<file path="src/rtl/subreg_tim_div_mc_pkg.sv">
// Shared constants and elaboration-time helpers for the multi-channel
// sub-regulation timing divider.
package subreg_tim_pkg;

  localparam logic C_SEL_PERIOD  = 1'b0;
  localparam logic C_SEL_PULSE_N = 1'b1;

  function automatic int clog2(input int n);
    int r;
    r = 0;
    for (int i = 0; i < 31; i++)
      if ((1 << i) < n) r = i + 1;
    return r;
  endfunction

  // Channel-select width; a single channel still needs a 1-bit port.
  function automatic int ch_w(input int n);
    return (clog2(n) < 1) ? 1 : clog2(n);
  endfunction

endpackage

</file>
<file path="src/rtl/subreg_tim_div_ch.sv">
// One divider channel: double-buffered PERIOD/PULSE_N, error accumulator
// spreading N pulses over PERIOD cycles, phase counter and commit control.
module subreg_tim_div_ch
  import subreg_tim_pkg::*;
#(
  parameter int C_PERIOD_W = 16
) (
  input  logic                  CK_i,
  input  logic                  XARST_i,
  input  logic                  wr,
  input  logic                  wr_sel,
  input  logic [C_PERIOD_W-1:0] wr_dat,
  input  logic                  run,
  input  logic                  sync,
  output logic                  en_ck,
  output logic                  wrap,
  output logic                  pend
);

  localparam int W = C_PERIOD_W;
  localparam logic [W-1:0] ONE = W'(1);

  logic [W-1:0] per_s, pn_s, per_a, pn_a, ph;
  logic [W-1:0] per_nxt, pn_nxt, n_eff;
  logic [W:0]   acc, acc_nxt;
  logic         pend_q, active, commit;

  assign active = run & (per_a != '0);
  assign n_eff  = (pn_a > per_a) ? per_a : pn_a;
  assign en_ck  = active & acc[W];
  assign wrap   = active & (ph == per_a - ONE);
  assign pend   = pend_q;

  // Any commit is a full restart; while idle this keeps active == shadow.
  assign commit = sync | ~active | (wrap & pend_q);

  // Write data flows through to the active copy when it lands on a commit.
  assign per_nxt = (wr && wr_sel == C_SEL_PERIOD)  ? wr_dat : per_s;
  assign pn_nxt  = (wr && wr_sel == C_SEL_PULSE_N) ? wr_dat : pn_s;

  // Accumulator stays within [-N, PER) so W+1 bits of wrap-around
  // arithmetic give the exact result.
  assign acc_nxt = acc - {1'b0, n_eff} + (en_ck ? {1'b0, per_a} : '0);

  always_ff @(posedge CK_i or negedge XARST_i) begin
    if (!XARST_i) begin
      per_s  <= '0;
      pn_s   <= '0;
      per_a  <= '0;
      pn_a   <= '0;
      acc    <= '0;
      ph     <= '0;
      pend_q <= 1'b0;
    end else begin
      per_s <= per_nxt;
      pn_s  <= pn_nxt;
      if (commit) begin
        per_a  <= per_nxt;
        pn_a   <= pn_nxt;
        acc    <= '0;
        ph     <= '0;
        pend_q <= 1'b0;
      end else begin
        acc <= acc_nxt;
        ph  <= wrap ? '0 : ph + ONE;
        if (wr) pend_q <= 1'b1;
      end
    end
  end

endmodule

</file>
<file path="src/rtl/subreg_tim_div_mc.sv">
// Multi-channel evenly-spread clock-enable divider: decodes config writes
// to the channel array and fans out the global phase sync.
module subreg_tim_div_mc
  import subreg_tim_pkg::*;
#(
  parameter  int C_CH       = 4,
  parameter  int C_PERIOD_W = 16,
  localparam int C_CH_W     = ch_w(C_CH)
) (
  input  logic                  CK_i,
  input  logic                  XARST_i,
  input  logic                  WR_i,
  input  logic [C_CH_W-1:0]     WR_CH_i,
  input  logic                  WR_SEL_i,
  input  logic [C_PERIOD_W-1:0] WR_DAT_i,
  input  logic [C_CH-1:0]       RUN_i,
  input  logic                  SYNC_i,
  output logic [C_CH-1:0]       EN_CK_o,
  output logic [C_CH-1:0]       WRAP_o,
  output logic [C_CH-1:0]       PEND_o
);

  // Addresses at or beyond C_CH match no channel, so those writes vanish.
  for (genvar c = 0; c < C_CH; c++) begin : g_ch
    logic wr_c;
    assign wr_c = WR_i & (WR_CH_i == C_CH_W'(c));

    subreg_tim_div_ch #(
      .C_PERIOD_W (C_PERIOD_W)
    ) u_ch (
      .CK_i    (CK_i),
      .XARST_i (XARST_i),
      .wr      (wr_c),
      .wr_sel  (WR_SEL_i),
      .wr_dat  (WR_DAT_i),
      .run     (RUN_i[c]),
      .sync    (SYNC_i),
      .en_ck   (EN_CK_o[c]),
      .wrap    (WRAP_o[c]),
      .pend    (PEND_o[c])
    );
  end

endmodule

</file>
<file path="config.mk">
export PLATFORM = sky130hd
export DESIGN_NAME = subreg_tim_div_mc
export DESIGN_NICKNAME = d
export VERILOG_FILES = /design/src/rtl/subreg_tim_div_mc_pkg.sv /design/src/rtl/subreg_tim_div_ch.sv /design/src/rtl/subreg_tim_div_mc.sv
export SDC_FILE = /design/constraint.sdc
export NUM_CORES = 1
export LEC_CHECK = 0
export BUFFER_PORTS_ARGS = -buffer_cell sky130_fd_sc_hd__clkbuf_2
export CELL_PAD_IN_SITES_DETAIL_PLACEMENT = 0
export CELL_PAD_IN_SITES_GLOBAL_PLACEMENT = 1
export CORE_MARGIN = 3
export CORE_UTILIZATION = 34
export CTS_CLUSTER_SIZE = 28
export DETAILED_ROUTE_END_ITERATION = 12
export PLACE_DENSITY = 0.64
export SLEW_MARGIN = 20
export SYNTH_ARGS = -nofsm -noshare
export SYNTH_HDL_FRONTEND = slang
export SYNTH_SLANG_ARGS = --single-unit
</file>
<file path="constraint.sdc">
create_clock -name CK_i -period 10.8 [get_ports CK_i]
set_input_delay 1.62 -clock CK_i [delete_from_list [all_inputs] [get_ports CK_i]]
set_output_delay 1.62 -clock CK_i [all_outputs]
set_load 0.01 [all_outputs]
</file>
==> results of run 1 <==
worst register-to-register path: cells and delay by family, from the launching register on:
kind | cells | cell delay, ns
and+or+nand+nor | 7 | 1.52
adders and majority gates | 3 | 1.29
AOI/OAI and AO/OA | 6 | 1.29
DFF | 1 | 0.53
muxes | 1 | 0.53
buffers and inverters | 2 | 0.22
xor gates and xnor gates | 1 | 0.16
layout make-up:
cell class              count  area [um2]
inverters                 278        1040
multi-input cells        1633       13400
clock buffers              61        1310
well taps                 950        1190
fillers                  7134       44400
repair buffers             51         310
flip-flops and latches    392        9810
clock inverters            24         335
diodes                      1        2.50
cell usage in the layout, fill, tap and decap left out, types with 21 or more instances in the layout:
cell type  count
a21o_1        28
a21oi_1       44
and2_1        21
and3_1        40
clkbuf_16     49
clkbuf_2      37
dfrtp_1      392
fa_1          64
ha_1         140
inv_1        278
mux2_2       268
mux2_4        30
nand2_1      141
nand3_1       78
nand4_1       21
nor2_1       185
nor3_1        81
o21ai_0       56
xnor2_1       85
xor2_1        83
cells by family (layout without fill, tap and decap cells):
logic type      after synthesis  count (layout)
compound gates              251             251
mux                         328             328
flops                       392             392
fa+ha+maj                   204             204
other cells                   0               1
buf+inv                     384             414
xor+xnor                    168             168
simple gates                682             682
routing by layer:
layer	GRT usage	wire length, um	vias to the layer above
li1	-	-	8175
met1	0.222	28600	8717
met2	0.273	28700	250
met3	0.0235	2230	88
met4	0.0447	1380	2
met5	0	7	-
state kept, by name (all words and copies together), names as in the netlist:
register / flops
g_ch.u_ch.ph: 64
g_ch.u_ch.acc: 68
g_ch.u_ch.pn_s: 64
g_ch.u_ch.pn_a: 64
g_ch.u_ch.per_s: 64
g_ch.u_ch.per_a: 64
g_ch.u_ch.pend: 4
stage by stage:
stage               setup slack [ns]  instance area (um2)  total power, W
floorplan                       5.47                24800         0.00463
global placement                5.17                25800         0.00535
detailed placement              5.08                25800         0.00540
CTS                             5.14                27400         0.00715
global route                    4.70                27400         0.00772
finish                          5.13                27400         0.00706
power by group:
part / internal (W) / switching [W] / total (W)
combinational: 0.00151 / 0.00176 / 0.00327
sequential: 0.00177 / 0.000312 / 0.00209
clock: 0.00103 / 0.000671 / 0.00170
worst min-delay path by stage:
stage	startpoint	endpoint	slack, ns	depth (start not counted)
finish	g_ch[2].u_ch.pn_s[9]	g_ch[2].u_ch.pn_s[9]	0.49	1
global route	g_ch[1].u_ch.pn_s[9]	g_ch[1].u_ch.pn_s[9]	0.50	1
CTS	g_ch[2].u_ch.pn_s[9]	g_ch[2].u_ch.pn_s[9]	0.49	1
detailed placement	g_ch[2].u_ch.pn_s[9]	g_ch[2].u_ch.pn_s[9]	0.48	1
global placement	g_ch[3].u_ch.pn_s[0]	g_ch[3].u_ch.pn_s[0]	0.47	1
floorplan	g_ch[3].u_ch.per_s[0]	g_ch[3].u_ch.per_s[0]	0.47	1
==> flow_summary.yaml, run 1 <==
detailed_routing:
  num_vias: 17200
  drc: 0
  totalWireLength_mm: 60.9
  wl_per_cell_um: 18.0
  vias_per_cell: 5.08
  ant_nets: 0
  drt_iter0_markers: 882
  dr.pass1.iters: 7
timing:
  fmax_mhz: 176
  setup-violations-final: 0
  final_hold_viol_count: 0
  rsz0062_at_grt: "no"
  drv_slew: 0
  period_share: 0.525
  clock_skew_ns: 0.0164
  setup_tns_ns: 0
  fin_crit_ns: 5.67
  worst_pin_slew_ns: 1.03
  maxSlewHeadroom: 0.308
  hold_ws_ns: 0.491
yosys:
  ys_top_cells_by_count: "dfrtp_1, inv_1, mux2_2"
  synth_edf_count: 0
  synthAdderAreaFrac: 0.122
  synth_most_common_cell: "dfrtp_1"
  synth_seq_area_share: 0.396
  synth_cell_type_count: 74
  ys_top_cells_by_area: "dfrtp_1, mux2_2, ha_1"
  syn_area_um2: 24800
  synth_ff_type: "dfrtp_1"
  yosys.area_share.xor_xnor: 0.0594
  ys_warn_count: 0
  synth_top_area_frac: 0.396
  synth_top_family_by_area: "multiplexers"
  synth.net_count: 2640
  async_flop_share: 1.00
  syn_avg_cell_area_um2: 10.3
  synth_top_area_cell: "dfrtp_1"
  syn_inst: 2409
  synth-compound-area-share: 0.0689
  synth-simple-area-share: 0.136
  synth_mux_area_frac: 0.153
  synth-seq-cells: 392
floorplanning:
  row_count: 98
  start_util: 0.345
  die_y_um: 276
  io_pins: 39
  dieWidth_um: 276
  die_area_um2: 76200
  core_area_um2: 71900
placement:
  gp_congestion: 0.852
  port_buffers: 38
  hpwlAfterDp_mm: 43.8
  place_inst: 3304
cells_and_area:
  finalNonFillerCells: 3390
  final_util: 0.382
  area_delta_synth_final_pct: 10.6
  drive_above_1_share: 0.186
  final_nets: 2633
critical_path:
  cp_top_family: "simple AND/OR/NAND/NOR gates"
  reg2reg_slack_ns: 5.13
  arrival_ns: 6.10
  reg2regPathDepth: 20
  startpoint: "g_ch[0].u_ch.per_a[13]"
  r2r-end: "g_ch[0].u_ch.acc[14]"
  crit_type: "reg2reg"
  slowest_stage: "nand3_1"
  critPathLaunchType: "flop"
  reg2reg_from: "g_ch[0].u_ch.per_a[13]"
  path_cells: "inv_1 -> ha_1 -> nand2_1 -> nor2_1 -> nand3_1 -> or3_1 -> o2111ai_1 -> nand3_1 -> mux2_2 -> fa_1 -> inv_1 -> fa_1 -> a211oi_1 -> o21ai_0 -> nand2_1 -> o2111ai_1 -> a31o_2 -> a21oi_1 -> xor2_1 -> nor2_1"
  cp_num_cells: 20
  path_max_fanout: 16
  crit_required_ns: 11.23
  endpoint: "g_ch[0].u_ch.acc[14]"
  crit_path_end_kind: "flop"
  critPathBufInv: 2
  max_stage_delay_ns: 0.60
cts:
  clk_pin_slew_worst_paths_ns: 0.06
  cts_tree: "built"
  post_cts_buffers: 0
  htreeDepth: 2
  root_buffer: "clkbuf_16"
  clockBufferDepth: 3
  clock-sinks: 392
  insertion_delay_ns: 0.58
  postCtsHoldBufs: 0
  numCtsBuffers: 46
  cts_resized: 0
min_path:
  min_path_type: "reg2reg"
global_routing:
  grt_max_degree: 153
  antenna_found_initial: 7
  grt_pass1_vias: 17800
  grt_usage: 0.163
  gr-total-overflow: 0
  grt_pass1_wl_mm: 99.3
power:
  p_per_area_nw_per_um2: 257
  ir_drop_mv: 0.162
  p_leak_nw: 12.5
job:
  maxCapViolCount: 0
run_status:
  outcome: "complete, no violations"
Note: power is estimated with default switching activity, not from simulation.
==> run 2: changes to the inputs <==
- ABC_AREA: not set -> 1
- PLACE_DENSITY: 0.64 -> 0.7
- clock period: 10.8 -> 4.92 ns (I/O delays scaled with it)
==> run 2 against run 1 <==
Against the previous run:
- sequential power increased by 100%
- worst setup slack got worse by 4.7 ns
- non-clock buffer count increased by 40
- sequential cell count unchanged
- combinational power increased by 110%
- maximum frequency increased by 25%
- via count increased by 20%
- first-iteration DRC count increased by 52%
- area after synthesis increased by 2.8%
- utilization increased by 0.41 points
- count of clock-buffer cells in the layout increased by 2
- largest power group unchanged
- die area increased by 2.8%
==> flow_summary.yaml, run 2 <==
run_status:
  outcome: "complete, no violations"
yosys:
  synth_ff_type: "dfrtp_1"
  synth_top_area_frac: 0.385
  yosys.area_share.xor_xnor: 0.0570
  synth_seq_area_share: 0.385
  synth-compound-area-share: 0.0764
  synthAdderAreaFrac: 0.119
  async_flop_share: 1.00
  ys_top_cells_by_area: "dfrtp_1, nand2_1, ha_1"
  synth-simple-area-share: 0.271
  synth-seq-cells: 392
  synth.net_count: 3562
  synth_top_area_cell: "dfrtp_1"
  ys_warn_count: 0
  synth_top_family_by_area: "simple AND/OR/NAND/NOR gates"
  synth_mux_area_frac: 0
  synth_cell_type_count: 46
  synth_most_common_cell: "nand2_1"
  syn_area_um2: 25500
  syn_inst: 3331
  synth_edf_count: 0
  syn_avg_cell_area_um2: 7.65
  ys_top_cells_by_count: "nand2_1, inv_1, dfrtp_1"
power:
  p_sw_frac: 0.422
  sequentialPowerShare: 0.282
  comb_power_share: 0.470
  ir_drop_mv: 0.242
  p_per_area_nw_per_um2: 525
  p_leak_nw: 14.5
  switchingPower_w: 0.00628
  p_int_w: 0.00861
  clockPowerShare: 0.247
placement:
  place_ws_ns: 0.400
  placed_cell_area_um2: 26700
  gp_congestion: 0.873
  port_buffers: 38
  hpwlAfterDp_mm: 52.7
timing:
  setup-violations-final: 0
  worst_pin_slew_ns: 1.04
  fin_crit_ns: 4.52
  finalWorstSetupSlack_ns: 0.398
  final_hold_viol_count: 0
  clock_skew_ns: 0.0221
  period_share: 0.919
  setup_tns_ns: 0
  drv_slew: 0
  maxSlewHeadroom: 0.306
  fmax_mhz: 221
  rsz0062_at_grt: "no"
global_routing:
  gr-total-overflow: 0
  grt_max_degree: 91
  antenna_found_initial: 4
  grt_pass1_vias: 20300
  grt_usage: 0.184
  grt_pass1_wl_mm: 114
critical_path:
  crit_path_end_kind: "flop"
  crit_type: "reg2reg"
  cp_top_family: "adder cells"
  path_common_cell: "nand2_1"
  critPathLaunchType: "flop"
  path_cells: "inv_2 -> ha_1 -> nand3_2 -> nor2_1 -> nand3_1 -> and2_1 -> nand2_1 -> inv_1 -> nand2_1 -> fa_1 -> inv_1 -> fa_1 -> nand3_1 -> nand2_1 -> a21boi_0 -> o21ai_0 -> a31oi_1 -> xor2_1 -> nor2_1"
  crit_required_ns: 5.35
  max_stage_delay_ns: 0.54
  critPathBufInv: 3
  slowest_stage: "fa_1"
  arrival_ns: 4.95
  path_max_fanout: 16
detailed_routing:
  dr.pass1.iters: 5
  ant_nets: 0
  wl_per_cell_um: 16.4
  drc: 0
  drt_iter0_markers: 1340
  totalWireLength_mm: 71.3
  vias_per_cell: 4.78
  num_vias: 20700
floorplanning:
  die_area_um2: 78300
  core_area_um2: 73600
  start_util: 0.346
  io_pins: 39
  dieWidth_um: 280
  die_y_um: 280
  row_count: 99
cts:
  root_buffer: "clkbuf_16"
  numCtsBuffers: 48
  postCtsHoldBufs: 0
  cts_tree: "built"
  clockBufferDepth: 3
  cts_resized: 0
  clk_pin_slew_worst_paths_ns: 0.06
  post_cts_buffers: 0
  insertion_delay_ns: 0.59
  clock-sinks: 392
  htreeDepth: 2
cells_and_area:
  top_register: "g_ch.u_ch.acc"
  multi_input_area_um2: 13300
  final_area_um2: 28400
  final_nets: 3576
  largest_register_ffs: 68
  drive_above_1_share: 0.0659
  regArea_um2: 9810
  final_cell_mix: "nand2_1, inv_1, dfrtp_1, nor2_1, o21ai_0"
  area_delta_synth_final_pct: 11.4
  layout_commonest_cell: "nand2_1"
  fillCellCount: 7825
min_path:
  min_path_type: "in2async"
job:
  maxCapViolCount: 0
[run 2: path summary, 6_finish.rpt]
path | cells after the start | slack (ns) | startpoint | end
worst max register to register | 19 | 0.40 | g_ch[2].u_ch.per_a[0] | g_ch[2].u_ch.acc[10]
worst min-delay path | 1 | 0.13 | XARST_i | g_ch[3].u_ch.acc[11]
min in group CK_i | 2 | 0.50 | g_ch[0].u_ch.per_s[3] | g_ch[0].u_ch.per_s[3]
max in group asynchronous | 2 | 3.82 | XARST_i | g_ch[0].u_ch.ph[8]
worst min register to register | 2 | 0.50 | g_ch[0].u_ch.per_s[3] | g_ch[0].u_ch.per_s[3]
worst max-delay path | 19 | 0.40 | g_ch[2].u_ch.per_a[0] | g_ch[2].u_ch.acc[10]
[run 2: final cells by class]
type | count | share of cell area
multi-input cells | 2349 | 0.470
clock inverters | 24 | 0.0102
repair buffers | 91 | 0.0233
flip-flops and latches | 392 | 0.346
inverters | 463 | 0.0612
well taps | 959 | 0.0423
clock buffers | 63 | 0.0472
diodes | 1 | 0.0000882
[run 2: metal layers]
layer / part of all wire / vias to the layer above / track usage / wire length (um)
li1: - / 10600 / - / -
met1: 0.49 / 9664 / 0.267 / 35000
met2: 0.43 / 409 / 0.283 / 30900
met3: 0.049 / 100 / 0.0279 / 3480
met4: 0.027 / 0 / 0.0559 / 1910
met5: 0 / - / 0 / 0
[run 2: power by group through the flow]
stage	combinational (W)	clock, W	sequential, W
5_1_grt	0.00817	0.00393	0.00427
4_1_cts	0.00707	0.00379	0.00421
3_3_place_gp	0.00705	0	0.00425
2_1_floorplan	0.00546	0	0.00409
3_5_place_dp	0.00703	0	0.00425
6_report	0.00701	0.00368	0.00420
[run 2: cell families (layout without fill, tap and decap cells)]
family	after synthesis	in the layout
adders and majority gates	204	204
DFF	392	392
buffers and inverters	590	641
xor gates and xnor gates	164	164
and+or+nand+nor	1620	1620
other	0	1
AOI/OAI and AO/OA	361	361
[run 2: metrics by stage]
step	power [W]	hold WS, ns	util	instances
final	0.0149	0.129	0.386	4342
after CTS	0.0151	0.127	0.386	4341
after global placement	0.0113	0.478	0.363	4254
after detailed placement	0.0113	0.484	0.363	4254
after global routing	0.0164	0.148	0.386	4341
after floorplan	0.00955	0.442	-	3331
==> run 3: changes to the inputs <==
- CORE_MARGIN: 3 -> 2
- SKIP_CTS_REPAIR_TIMING: not set -> 1
==> run 3 against run 2 <==
Against the previous run:
- sequential share of layout area fell by 0.12 points
- sequential cell count did not move
- final cell count rose by 0.48%
- cell area rose by 0.34%
- critical path depth rose by 2
- via count rose by 1.0%
- clock power rose by 2%
- clock skew rose by 0.0049 ns
- largest power group unchanged
- highest routed layer is now met5
==> flow_summary.yaml, run 3 (synthesis results as in run 2) <==
run_status:
  outcome: "complete, no violations"
timing:
  final_hold_viol_count: 0
  setup-violations-final: 0
  fin_crit_ns: 4.42
  period_share: 0.898
  hold_ws_ns: 0.154
  setup_tns_ns: 0
  rsz0062_at_grt: "no"
  clock_skew_ns: 0.0270
  fmax_mhz: 226
  worst_pin_slew_ns: 1.05
  drv_slew: 0
  maxSlewHeadroom: 0.301
critical_path:
  crit_type: "reg2reg"
  crit_path_end_kind: "flop"
  slowest_stage: "dfrtp_1"
  cp_top_family: "compound AO/OA/AOI/OAI gates"
  critPathBufInv: 4
  path_max_fanout: 19
  reg2reg_from: "g_ch[2].u_ch.per_a[9]"
  path_cells: "inv_1 -> ha_1 -> a21oi_1 -> o21ai_0 -> nand2_1 -> nand2_1 -> a21oi_1 -> o21ai_0 -> nand2_1 -> buf_4 -> o21ai_0 -> fa_1 -> inv_1 -> ha_1 -> inv_1 -> o21ai_0 -> a31oi_1 -> nand3_1 -> a21oi_1 -> xor2_1 -> nor2_1"
  startpoint: "g_ch[2].u_ch.per_a[9]"
  arrival_ns: 4.88
  critPathLaunchType: "flop"
  path_common_cell: "o21ai_0"
  crit_required_ns: 5.38
  max_stage_delay_ns: 0.51
cells_and_area:
  top_register: "g_ch.u_ch.acc"
  final_util: 0.383
  multi_input_area_um2: 13400
  area_delta_synth_final_pct: 11.8
  largest_register_ffs: 68
  fillCellCount: 7800
  drive_above_1_share: 0.0702
  layout_commonest_cell: "nand2_1"
  final_nets: 3584
  regArea_um2: 9810
  finalNonFillerCells: 4363
  final_cell_mix: "nand2_1, inv_1, dfrtp_1, nor2_1, o21ai_0"
floorplanning:
  die_area_um2: 77100
  die_y_um: 278
  io_pins: 39
  row_count: 100
  start_util: 0.343
  core_area_um2: 74300
  dieWidth_um: 278
cts:
  numCtsBuffers: 47
  insertion_delay_ns: 0.60
  root_buffer: "clkbuf_16"
  cts_tree: "built"
  htreeDepth: 2
  clockBufferDepth: 3
  clock-sinks: 392
  clk_pin_slew_worst_paths_ns: 0.06
placement:
  gp_congestion: 0.861
  hpwlAfterDp_mm: 53.1
  place_inst: 4273
  port_buffers: 38
detailed_routing:
  dr.pass1.iters: 5
  ant_nets: 0
  vias_per_cell: 4.80
  drt_iter0_markers: 1356
  totalWireLength_mm: 72.4
  num_vias: 21000
  drc: 0
  wl_per_cell_um: 16.6
power:
  p_sw_frac: 0.422
  sequentialPowerShare: 0.278
  p_leak_nw: 14.6
  power_w: 0.0150
  ir_drop_mv: 0.228
  switchingPower_w: 0.00633
  p_int_w: 0.00867
  clockPowerShare: 0.250
  p_per_area_nw_per_um2: 527
  comb_power_share: 0.472
global_routing:
  grt_pass1_wl_mm: 117
  grt_pass1_vias: 20700
  grt_max_degree: 84
  grt_usage: 0.191
  gr-total-overflow: 0
  antenna_found_initial: 3
min_path:
  min_path_type: "in2async"
job:
  maxCapViolCount: 0
## run 3: cell types whose count changed in the layout (fill, tap and decap cells not counted), sizes merged
cell / delta
buf: +9
diode: +3
inv: +2
clkinv: +1
clkinvlp: -4
## run 3: path summary, 6_finish.rpt
path | to | slack, ns | cells past startpoint
setup / recovery | g_ch[2].u_ch.acc[16] | 0.50 | 21
hold / removal | g_ch[3].u_ch.pn_s[1] | 0.15 | 1
setup reg to reg | g_ch[2].u_ch.acc[16] | 0.50 | 21
hold reg to reg | g_ch[2].u_ch.per_s[5] | 0.50 | 2
max in group asynchronous | g_ch[3].u_ch.per_a[5] | 3.59 | 2
min in group CK_i | g_ch[2].u_ch.per_s[5] | 0.50 | 2
## run 3: area by class of cell
cell class | count | area share
antenna | 4 | 0.000351
clock buffer | 63 | 0.0480
clock inverter | 23 | 0.0101
inverter | 463 | 0.0610
multi-input combinational | 2349 | 0.469
sequential | 392 | 0.344
tap | 969 | 0.0426
timing repair buffer | 100 | 0.0247
## run 3: per-layer routing
layer / GRT usage / part of all wire
met4: 0.0427 / 0.018
met3: 0.0283 / 0.041
met1: 0.275 / 0.49
met2: 0.301 / 0.45
met5: 0 / 0.00036
## run 3: power by group through the flow
| stage | combinational (W) | sequential [W] | clock (W) |
|---|---|---|---|
| 3_5_place_dp | 0.00712 | 0.00422 | 0 |
| 2_1_floorplan | 0.00546 | 0.00409 | 0 |
| 4_1_cts | 0.00717 | 0.00417 | 0.00386 |
| 6_report | 0.00709 | 0.00417 | 0.00375 |
| 5_1_grt | 0.00828 | 0.00423 | 0.00398 |
| 3_3_place_gp | 0.00715 | 0.00421 | 0 |
## run 3: per-stage QoR
step                setup WS, ns  instance area (um2)
global route             0.00895                28500
detailed placement         0.381                26800
finish                     0.500                28500
floorplan                  0.965                25500
CTS                        0.359                28400
global placement           0.392                26800
